File: config.mk
export PLATFORM = sky130hd
export DESIGN_NAME = capture_ctrl
export DESIGN_NICKNAME = d
export VERILOG_FILES = /design/src/rtl/capture_pkg.sv /design/src/rtl/capture_ring_cnt.sv /design/src/rtl/capture_ctrl.sv
export SDC_FILE = /design/constraint.sdc
export NUM_CORES = 1
export LEC_CHECK = 0
export ABC_AREA = 1
export BUFFER_PORTS_ARGS = -buffer_cell sky130_fd_sc_hd__buf_2
export CORE_MARGIN = 2
export CORE_UTILIZATION = 50
export DETAILED_ROUTE_END_ITERATION = 8
export GPL_TIMING_DRIVEN = 1
export PLACE_DENSITY = 0.72
export SLEW_MARGIN = 20
export SYNTH_ARGS = -nofsm -noshare
export SYNTH_HDL_FRONTEND = slang
export SYNTH_SLANG_ARGS = --single-unit
File: constraint.sdc
create_clock -name core_clk -period 4.9 [get_ports core_clk]
set_input_delay 0.98 -clock core_clk [delete_from_list [all_inputs] [get_ports core_clk]]
set_output_delay 0.98 -clock core_clk [all_outputs]
set_load 0.01 [all_outputs]
File: src/rtl/capture_pkg.sv
// Shared types and constants for the capture controller and its index counter.
package capture_pkg;

   localparam int DATA_W = 16;
   localparam int CNT_W  = 32;

   localparam logic [CNT_W-1:0] CNT_ONE = CNT_W'(1);

   typedef enum logic [2:0] {
      IDLE      = 3'd0,
      PRE       = 3'd1,
      WAIT_TRIG = 3'd2,
      POST      = 3'd3,
      DONE      = 3'd4
   } cap_state_t;

   // Pre-trigger count may never reach the depth: at least the trigger sample must fit.
   function automatic logic [CNT_W-1:0] clamp_pos(input logic [CNT_W-1:0] depth,
                                                  input logic [CNT_W-1:0] pos);
      if (pos >= depth) begin
         return depth - CNT_ONE;
      end
      return pos;
   endfunction

endpackage

File: src/rtl/capture_ring_cnt.sv
// Ring-buffer write index: counts forwarded samples modulo the capture depth.
module ring_cnt
   import capture_pkg::*;
(
   input  logic             core_clk,
   input  logic             core_rst,
   input  logic             clear,
   input  logic             inc,
   input  logic [CNT_W-1:0] last,
   output logic [CNT_W-1:0] index
);

   logic [CNT_W-1:0] index_reg;

   // Compare against the last index instead of incrementing first, so no 32-bit overflow.
   always_ff @(posedge core_clk) begin
      if (core_rst) begin
         index_reg <= '0;
      end else if (clear) begin
         index_reg <= '0;
      end else if (inc) begin
         index_reg <= (index_reg == last) ? '0 : index_reg + CNT_ONE;
      end
   end

   assign index = index_reg;

endmodule

File: src/rtl/capture_ctrl.sv
// Pre/post-trigger capture sequencer: forwards sampler data to the ring-buffer writer.
module capture_ctrl
   import capture_pkg::*;
(
   input  logic              core_clk,
   input  logic              core_rst,
   input  logic              sample_en,
   input  logic              sample_valid,
   input  logic [DATA_W-1:0] sample_data,
   input  logic              trigger_hit,
   input  logic [CNT_W-1:0]  sample_depth,
   input  logic [CNT_W-1:0]  trigger_pos,
   output logic              capture_valid,
   output logic [DATA_W-1:0] capture_data,
   output logic              capture_done,
   output logic [CNT_W-1:0]  sample_last_cnt,
   output logic              trig_valid,
   output logic [CNT_W-1:0]  trig_index
);

   cap_state_t        state_reg, state_next;
   logic              sample_en_reg;
   logic [CNT_W-1:0]  pos_reg, pos_next;
   logic [CNT_W-1:0]  post_len_reg, post_len_next;
   logic [CNT_W-1:0]  last_cnt_reg, last_cnt_next;
   logic [CNT_W-1:0]  pre_cnt_reg, pre_cnt_next;
   logic [CNT_W-1:0]  post_cnt_reg, post_cnt_next;
   logic              trig_valid_reg, trig_valid_next;
   logic [CNT_W-1:0]  trig_index_reg, trig_index_next;
   logic              capture_valid_reg;
   logic [DATA_W-1:0] capture_data_reg;

   logic              en_rise;
   logic              start;
   logic              fwd;
   logic [CNT_W-1:0]  depth_eff;
   logic [CNT_W-1:0]  pos_clamped;
   logic [CNT_W-1:0]  pre_cnt_inc;
   logic [CNT_W-1:0]  post_cnt_inc;
   logic [CNT_W-1:0]  wr_index;

   assign en_rise      = sample_en & ~sample_en_reg;
   assign depth_eff    = (sample_depth == '0) ? CNT_ONE : sample_depth;
   assign pos_clamped  = clamp_pos(depth_eff, trigger_pos);
   assign pre_cnt_inc  = pre_cnt_reg + CNT_ONE;
   assign post_cnt_inc = post_cnt_reg + CNT_ONE;

   ring_cnt u_ring_cnt (
      .core_clk (core_clk),
      .core_rst (core_rst),
      .clear    (start),
      .inc      (fwd),
      .last     (last_cnt_reg),
      .index    (wr_index)
   );

   always_comb begin
      state_next      = state_reg;
      pos_next        = pos_reg;
      post_len_next   = post_len_reg;
      last_cnt_next   = last_cnt_reg;
      pre_cnt_next    = pre_cnt_reg;
      post_cnt_next   = post_cnt_reg;
      trig_valid_next = trig_valid_reg;
      trig_index_next = trig_index_reg;
      start           = 1'b0;
      fwd             = 1'b0;

      case (state_reg)
         IDLE: begin
            if (en_rise) begin
               start           = 1'b1;
               pos_next        = pos_clamped;
               post_len_next   = depth_eff - pos_clamped;
               last_cnt_next   = depth_eff - CNT_ONE;
               pre_cnt_next    = '0;
               post_cnt_next   = '0;
               trig_valid_next = 1'b0;
               state_next      = (pos_clamped == '0) ? WAIT_TRIG : PRE;
            end
         end
         PRE: begin
            if (!sample_en) begin
               state_next = DONE;
            end else if (sample_valid) begin
               fwd          = 1'b1;
               pre_cnt_next = pre_cnt_inc;
               if (pre_cnt_inc == pos_reg) begin
                  state_next = WAIT_TRIG;
               end
            end
         end
         WAIT_TRIG: begin
            if (!sample_en) begin
               state_next = DONE;
            end else if (sample_valid) begin
               fwd = 1'b1;
               if (trigger_hit) begin
                  trig_index_next = wr_index;
                  trig_valid_next = 1'b1;
                  post_cnt_next   = CNT_ONE;
                  state_next      = (post_len_reg == CNT_ONE) ? DONE : POST;
               end
            end
         end
         POST: begin
            if (!sample_en) begin
               state_next = DONE;
            end else if (sample_valid) begin
               fwd           = 1'b1;
               post_cnt_next = post_cnt_inc;
               if (post_cnt_inc == post_len_reg) begin
                  state_next = DONE;
               end
            end
         end
         DONE: begin
            if (!sample_en) begin
               state_next = IDLE;
            end
         end
         default: begin
            state_next = IDLE;
         end
      endcase
   end

   always_ff @(posedge core_clk) begin
      if (core_rst) begin
         state_reg         <= IDLE;
         sample_en_reg     <= 1'b0;
         pos_reg           <= '0;
         post_len_reg      <= '0;
         last_cnt_reg      <= '0;
         pre_cnt_reg       <= '0;
         post_cnt_reg      <= '0;
         trig_valid_reg    <= 1'b0;
         trig_index_reg    <= '0;
         capture_valid_reg <= 1'b0;
         capture_data_reg  <= '0;
      end else begin
         state_reg         <= state_next;
         sample_en_reg     <= sample_en;
         pos_reg           <= pos_next;
         post_len_reg      <= post_len_next;
         last_cnt_reg      <= last_cnt_next;
         pre_cnt_reg       <= pre_cnt_next;
         post_cnt_reg      <= post_cnt_next;
         trig_valid_reg    <= trig_valid_next;
         trig_index_reg    <= trig_index_next;
         capture_valid_reg <= fwd;
         if (fwd) begin
            capture_data_reg <= sample_data;
         end
      end
   end

   assign capture_valid   = capture_valid_reg;
   assign capture_data    = capture_data_reg;
   assign capture_done    = (state_reg == DONE);
   assign sample_last_cnt = last_cnt_reg;
   assign trig_valid      = trig_valid_reg;
   assign trig_index      = trig_index_reg;

endmodule

==> results_tabular.tex, run 1 <==
\begin{tabular}{lr}
\hline
Metric & Value \\
\hline
\multicolumn{2}{l}{\textbf{Timing}} \\
\quad Number of setup violations in the final report & 0 \\
\quad Tmin final & 4580 ps \\
\quad Highest Clock Rate & 218 MHz \\
\quad Clock skew after layout & 14.7 ps \\
\quad Sum of negative setup slack & 0 ps \\
\quad Number of pins exceeding their max-slew limit in the final report & 0 \\
\quad Relative slew margins & 32.0\% \\
\quad Share of the clock period used by the worst path after layout & 93.6\% \\
\quad Final Hold Viols & 0 \\
\quad Tightest Pin Transition & 1020 ps \\
\multicolumn{2}{l}{\textbf{Synth}} \\
\quad Number of enable flip-flop cells after synthesis & 0 \\
\quad Mean post-synth cell area & 6.35 µm² \\
\quad Number of unique standard cell types used by synthesis & 64 \\
\quad Syn Std Cell Area & 16,700 µm² \\
\quad Cell taking the most area after synthesis & dfxtp\_1 \\
\quad Post-synthesis net count & 2,785 \\
\quad Top cell type's share of synthesized area & 29.5\% \\
\quad Synth Warn \# & 0 \\
\quad Synth Instances & 2,632 \\
\quad Async set or reset register ratio after synthesis & 0\% \\
\quad Commonest register cell after synthesis & dfxtp\_1 \\
\quad Flops \& latches, synth & 246 \\
\quad Post-synthesis sequential area ratio & 29.5\% \\
\quad Leading post-synthesis cells by cell area & dfxtp\_1, nand2\_1, inv\_1 \\
\multicolumn{2}{l}{\textbf{Worst setup path}} \\
\quad Endpoint arrival time on the critical path & 5050 ps \\
\quad Startpoint class of the critical path & input pin \\
\quad Critical-path top delay cell & ha\_1 \\
\quad Max FO, Critical Path & 18 \\
\quad Largest delay share family, worst path & simple AND/OR/NAND/NOR gates \\
\quad Crit path capture type & register \\
\quad Classification of the worst setup path & input pin to register \\
\quad Critical Path Max Stage Delay & 310 ps \\
\quad Cell seen most often among critical-path stages & nand2\_1 \\
\quad CP required & 5370 ps \\
\quad Buffers plus inverters on the worst setup path & 12 \\
\multicolumn{2}{l}{\textbf{Place}} \\
\quad Number of cells in the design after placement & 3,391 \\
\quad Count of buffers inserted at the top-level ports & 167 \\
\quad Final weighted congestion of routability-driven global placement & 0.984 \\
\quad Detailed placer's ending HPWL & 48,100 µm \\
\multicolumn{2}{l}{\textbf{Global route}} \\
\quad Congestion Overflow GR & 0 \\
\quad Antenna violations before repair & 5 \\
\quad Combined global-route utilization of all metal layers & 33.2\% \\
\quad Vias in the first global route & 17.4k \\
\quad Wire length of the first global-routing pass & 93,800 µm \\
\quad Pin count of the biggest net entering global routing & 63 \\
\multicolumn{2}{l}{\textbf{Outcome}} \\
\quad Outcome & completed \\
\multicolumn{2}{l}{\textbf{Route}} \\
\quad Post-detailed-route count of antenna-violating nets & 0 \\
\quad Routed vias & 18.4k \\
\quad Wire length per cell & 17.3 µm \\
\quad Post-detailed-route DRC marker count & 0 \\
\quad Number of iterations in the first detailed-routing pass & 6 \\
\quad Vias per std cell & 5.34 \\
\quad DRC violation total after the first TritonRoute iteration & 1,276 \\
\quad Total length of routed wires & 59,700 µm \\
\multicolumn{2}{l}{\textbf{Layout}} \\
\quad Number of filler cells placed in the layout & 3,159 \\
\quad Finished Core Util & 63.2\% \\
\quad Layout overhead on the synthesized area & 23.6\% \\
\quad Fraction of final layout cells with drive strength greater than 1 & 20.0\% \\
\quad Final cell count without fillers & 3,444 \\
\quad Most common cell after layout, fill and taps aside & nand2\_1 \\
\quad Commonest non-fill, non-tap cells in the layout & nand2\_1, inv\_1, nor2\_1 \\
\quad Layout net count & 3,133 \\
\multicolumn{2}{l}{\textbf{Floorplan}} \\
\quad Total I/O pin count & 168 \\
\quad Area of the die & 34,900 µm² \\
\quad Effective utilization at floorplan & 51.1\% \\
\quad Site Rows & 66 \\
\quad Core box area & 32,700 µm² \\
\quad Die height & 187 µm \\
\quad Width of the die & 187 µm \\
\multicolumn{2}{l}{\textbf{CTS}} \\
\quad Clock tree sinks & 246 \\
\quad CTS tree & yes \\
\quad Clk\_lat worst skew & 570 ps \\
\quad Number of buffers on the longest clock path & 3 \\
\quad Inserted Clock Buffers & 29 \\
\quad Root Driver & clkbuf\_16 \\
\quad Hold-fix buffers at CTS & 0 \\
\quad Depth of the CTS H-tree & 1 \\
\quad Post-CTS Setup Inserts & 0 \\
\quad Clock slew seen by the registers of the worst setup and hold paths & 70 ps \\
\multicolumn{2}{l}{\textbf{Pwr}} \\
\quad Design Power & 6970 µW \\
\quad Power per standard cell area & 338 nW/µm² \\
\quad Worst ir drop on vdd & 0.374 mV \\
\quad Lkg Pwr & 0.00956 µW \\
\multicolumn{2}{l}{\textbf{Hold path}} \\
\quad Class of the most critical hold timing path & register to register \\
\multicolumn{2}{l}{\textbf{Flow run}} \\
\quad Reported max-cap violation count & 0 \\
\hline
\end{tabular}
[power by group]
part | total (µW) | switching (µW) | internal, µW
clock | 2280 | 911 | 1370
sequential | 2370 | 168 | 2200
combinational | 2320 | 1410 | 910
total | 6970 | 2490 | 4490
[stage by stage]
step           setup slack, ps  hold WS (ps)  instance area [µm²]
6_report                   315           470                20700
5_1_grt                  -7.37           489                20700
3_5_place_dp              -468           458                19600
2_1_floorplan             30.9           447                16700
3_3_place_gp              -432           447                19600
4_1_cts                    124           473                20600
[metal layers]
layer	GRT usage (%)	part of all wire (%)
met1	41.9	43
met2	58.8	48
met3	4.18	5.9
met4	10.6	3.3
met5	0	0.040
[final timing paths]
check	startpoint	to	cells past startpoint	slack, ps
max	sample_depth[18]	post_len_reg[29]	40	320
min reg2reg	trig_valid	trig_valid	2	470
max reg2reg	state_reg[0]	post_len_reg[0]	10	1340
min	trig_valid	trig_valid	2	470
[cells in the mapped netlist, types with 8 or more instances]
library cell / number
a21o_1: 8
a21oi_1: 158
a31oi_1: 8
a32oi_1: 15
clkbuf_1: 87
dfxtp_1: 246
ha_1: 67
inv_1: 328
inv_2: 15
nand2_1: 711
nand2_2: 20
nand3_1: 168
nand4_1: 58
nor2_1: 299
nor2_2: 23
nor2_4: 11
nor3_1: 30
nor4_1: 14
o21ai_0: 115
o21ai_1: 9
o21ai_2: 8
o22ai_1: 54
xnor2_1: 20
xor2_1: 48
[logic make-up (layout without fill, tap and decap cells)]
logic type	count (synthesis)	count (layout)	share of synthesized area (%)
and+or+nand+nor	1385	1385	36.6
buffers and inverters	447	816	10.3
AOI/OAI and AO/OA	413	413	14.3
other	0	1	0
adders and majority gates	68	68	5.13
xor gates and xnor gates	73	73	4.21
DFF	246	246	29.5
[worst register-to-register path, stage by stage (launching register included)]
cell and delay (ps):
dfxtp_1 340, nor2_1 180, inv_1 90, nor2_1 250, inv_1 110, nor3_2 150
buf_4 290, inv_2 80, nor2_2 490, clkinv_2 940, o21ai_0 540
[cell type report]
| type | count | area (µm²) | share of cell area (%) |
|---|---|---|---|
| Clock inverter | 12 | 151 | 0.733 |
| Tap cell | 442 | 553 | 2.68 |
| Clock buffer | 40 | 857 | 4.15 |
| Inverter | 348 | 1310 | 6.34 |
| Multi-Input combinational cell | 1939 | 10100 | 49.0 |
| Sequential cell | 246 | 4920 | 23.8 |
| Timing Repair Buffer | 416 | 2730 | 13.2 |
| Antenna cell | 1 | 2.50 | 0.0121 |
[repair_timing]
| item | in CTS | in global routing |
|---|---|---|
| setup endpoints to repair | 0 | 13 |
| gates resized for setup | 0 | 25 |
| endpoints found under the hold margin | 0 | 0 |
No activity file was read; power rests on OpenSTA's default activity.
==> run 2: changes to the inputs <==
--- a/config.mk
+++ b/config.mk
@@ -15,4 +15,5 @@
 export SLEW_MARGIN = 20
 export SYNTH_ARGS = -nofsm -noshare
 export SYNTH_HDL_FRONTEND = slang
+export SYNTH_HIERARCHICAL = 1
 export SYNTH_SLANG_ARGS = --single-unit
==> results_tabular.tex, run 2 <==
\begin{tabular}{lr}
\hline
Metric & Value \\
\hline
\multicolumn{2}{l}{\textbf{Outcome}} \\
\quad Outcome & completed \\
\multicolumn{2}{l}{\textbf{Worst setup path}} \\
\quad Critical-path top delay cell & fa\_1 \\
\quad Max FO, Critical Path & 12 \\
\quad CP required & 5370 ps \\
\quad Critical Path Max Stage Delay & 400 ps \\
\quad R2R setup slack & 1610 ps \\
\quad Startpoint class of the critical path & input pin \\
\quad Buffers plus inverters on the worst setup path & 7 \\
\quad Crit path capture type & register \\
\quad Classification of the worst setup path & input pin to register \\
\quad Endpoint arrival time on the critical path & 5010 ps \\
\quad Largest delay share family, worst path & compound AO/OA/AOI/OAI gates \\
\multicolumn{2}{l}{\textbf{Timing}} \\
\quad Clock skew after layout & 19.5 ps \\
\quad Final worst setup slack & 364 ps \\
\quad Tmin final & 4540 ps \\
\quad Number of setup violations in the final report & 0 \\
\quad Number of pins exceeding their max-slew limit in the final report & 0 \\
\quad Highest Clock Rate & 220 MHz \\
\quad Final Hold Viols & 0 \\
\quad Share of the clock period used by the worst path after layout & 92.6\% \\
\quad Sum of negative setup slack & 0 ps \\
\quad Tightest Pin Transition & 1040 ps \\
\quad Setup repair after global routing missed its margin & yes \\
\quad Relative slew margins & 30.6\% \\
\multicolumn{2}{l}{\textbf{Flow run}} \\
\quad Reported max-cap violation count & 0 \\
\multicolumn{2}{l}{\textbf{CTS}} \\
\quad Clock tree sinks & 246 \\
\quad Clk\_lat worst skew & 570 ps \\
\quad Clock slew seen by the registers of the worst setup and hold paths & 70 ps \\
\quad Root Driver & clkbuf\_16 \\
\quad Hold-fix buffers at CTS & 0 \\
\quad CTS tree & yes \\
\quad Inserted Clock Buffers & 28 \\
\quad Depth of the CTS H-tree & 1 \\
\quad Number of buffers on the longest clock path & 3 \\
\multicolumn{2}{l}{\textbf{Synth}} \\
\quad Syn Std Cell Area & 17,100 µm² \\
\quad Commonest register cell after synthesis & dfxtp\_1 \\
\quad Async set or reset register ratio after synthesis & 0\% \\
\quad Post-synthesis sequential area ratio & 28.7\% \\
\quad Cell taking the most area after synthesis & dfxtp\_1 \\
\quad Post-synthesis net count & 2,913 \\
\quad Mean post-synth cell area & 6.21 µm² \\
\quad Most frequent cells after synthesis & nand2\_1, nor2\_1, inv\_1 \\
\quad Flops \& latches, synth & 246 \\
\quad Top cell type's share of synthesized area & 28.7\% \\
\quad Number of enable flip-flop cells after synthesis & 0 \\
\quad Leading cell type by number of instances after synthesis & nand2\_1 \\
\quad Synth Instances & 2,760 \\
\quad Synth Warn \# & 6 \\
\quad Leading post-synthesis cells by cell area & dfxtp\_1, nand2\_1, nor2\_1 \\
\quad Number of unique standard cell types used by synthesis & 49 \\
\multicolumn{2}{l}{\textbf{Global route}} \\
\quad Pin count of the biggest net entering global routing & 97 \\
\quad Vias in the first global route & 17.7k \\
\quad Wire length of the first global-routing pass & 94,600 µm \\
\quad Antenna violations before repair & 0 \\
\quad Combined global-route utilization of all metal layers & 33.2\% \\
\quad Congestion Overflow GR & 0 \\
\multicolumn{2}{l}{\textbf{Floorplan}} \\
\quad Total I/O pin count & 168 \\
\quad Core box area & 33,600 µm² \\
\quad Site Rows & 67 \\
\quad Width of the die & 189 µm \\
\quad Die height & 189 µm \\
\quad Area of the die & 35,800 µm² \\
\quad Effective utilization at floorplan & 51.0\% \\
\multicolumn{2}{l}{\textbf{Place}} \\
\quad Area post-placement & 20,000 µm² \\
\quad Detailed placer's ending HPWL & 48,600 µm \\
\quad Count of buffers inserted at the top-level ports & 167 \\
\quad Final weighted congestion of routability-driven global placement & 1.01 \\
\quad Number of cells in the design after placement & 3,524 \\
\quad Place WS & -342 ps \\
\multicolumn{2}{l}{\textbf{Route}} \\
\quad Post-detailed-route count of antenna-violating nets & 0 \\
\quad Post-detailed-route DRC marker count & 0 \\
\quad Number of iterations in the first detailed-routing pass & 6 \\
\quad Total length of routed wires & 60,700 µm \\
\quad DRC violation total after the first TritonRoute iteration & 1,569 \\
\quad Vias per std cell & 5.34 \\
\quad Wire length per cell & 17.0 µm \\
\quad Routed vias & 19.1k \\
\multicolumn{2}{l}{\textbf{Layout}} \\
\quad Layout net count & 3,260 \\
\quad Sequential standard cell area & 4920 µm² \\
\quad Final cell count without fillers & 3,577 \\
\quad Most common cell after layout, fill and taps aside & nand2\_1 \\
\quad Antenna diode instance count & 0 \\
\quad Commonest non-fill, non-tap cells in the layout & nand2\_1, nor2\_1, inv\_1 \\
\quad Number of filler cells placed in the layout & 3,278 \\
\quad Cell area after layout & 21,100 µm² \\
\quad Area occupied by multi-input gates & 10,400 µm² \\
\quad Fraction of final layout cells with drive strength greater than 1 & 17.8\% \\
\quad Layout overhead on the synthesized area & 23.3\% \\
\multicolumn{2}{l}{\textbf{Hold path}} \\
\quad Class of the most critical hold timing path & register to register \\
\multicolumn{2}{l}{\textbf{Pwr}} \\
\quad Worst ir drop on vdd & 0.318 mV \\
\quad Design Power & 7160 µW \\
\quad Lkg Pwr & 0.0101 µW \\
\quad Power per standard cell area & 339 nW/µm² \\
\hline
\end{tabular}
-- run 2: repair_timing --
item                       CTS  global route
setup endpoints to repair    0            15
gates resized for setup      0            14
buffers inserted             0             0
-- run 2: cells by family after synthesis --
logic type,count (synthesis),synth area share [%]
buffers and inverters,471,10.7
adder cells (fa/ha/maj),68,5.01
AND/OR/NAND/NOR,1459,35.7
AO/OA/AOI/OAI,404,13.9
flip-flops,246,28.7
XOR/XNOR,112,6.04
-- run 2: layer usage --
metal	up-vias	wire length [µm]	part of all wire, %	track usage (%)
met3	125	4300	7.1	3.69
li1	9511	-	-	-
met4	0	2000	3.3	9.68
met2	713	27900	46	55.8
met5	-	0	0	0
met1	8749	26500	44	44.9
-- run 2: area by class of cell --
cell class | count | share of cell area, %
Multi-Input combinational cell | 2043 | 49.4
Sequential cell | 246 | 23.3
Timing Repair Buffer | 426 | 13.3
Inverter | 362 | 6.43
Clock buffer | 34 | 3.66
Tap cell | 448 | 2.65
Clock inverter | 18 | 1.27
-- run 2: path summary, 6_finish.rpt --
kind | endpoint | start | cells past startpoint
worst max-delay path | post_len_reg[18] | sample_depth[29] | 26
worst min-delay path | trig_index[11] | trig_index[11] | 2
worst max register to register | state_reg[2] | post_cnt_reg[0] | 16
worst min register to register | trig_index[11] | trig_index[11] | 2
-- run 2: power by group --
group / total [µW] / leakage (µW) / switching [µW] / internal, µW
Clock: 2350 / 0.000510 / 945 / 1400
Sequential: 2450 / 0.00200 / 232 / 2220
Combinational: 2360 / 0.00754 / 1410 / 958
-- run 2: stage by stage --
step           hold WS [ps]  utilization, %
2_1_floorplan           459               -
3_3_place_gp            462            59.6
3_5_place_dp            466            59.6
4_1_cts                 481            62.7
5_1_grt                 499            62.9
6_report                478            62.9
-- run 2: tightest hold or removal path: stages (launching register included) --
cell and delay, ps:
dfxtp_1 320, nor2_1 40, nor2_1 80
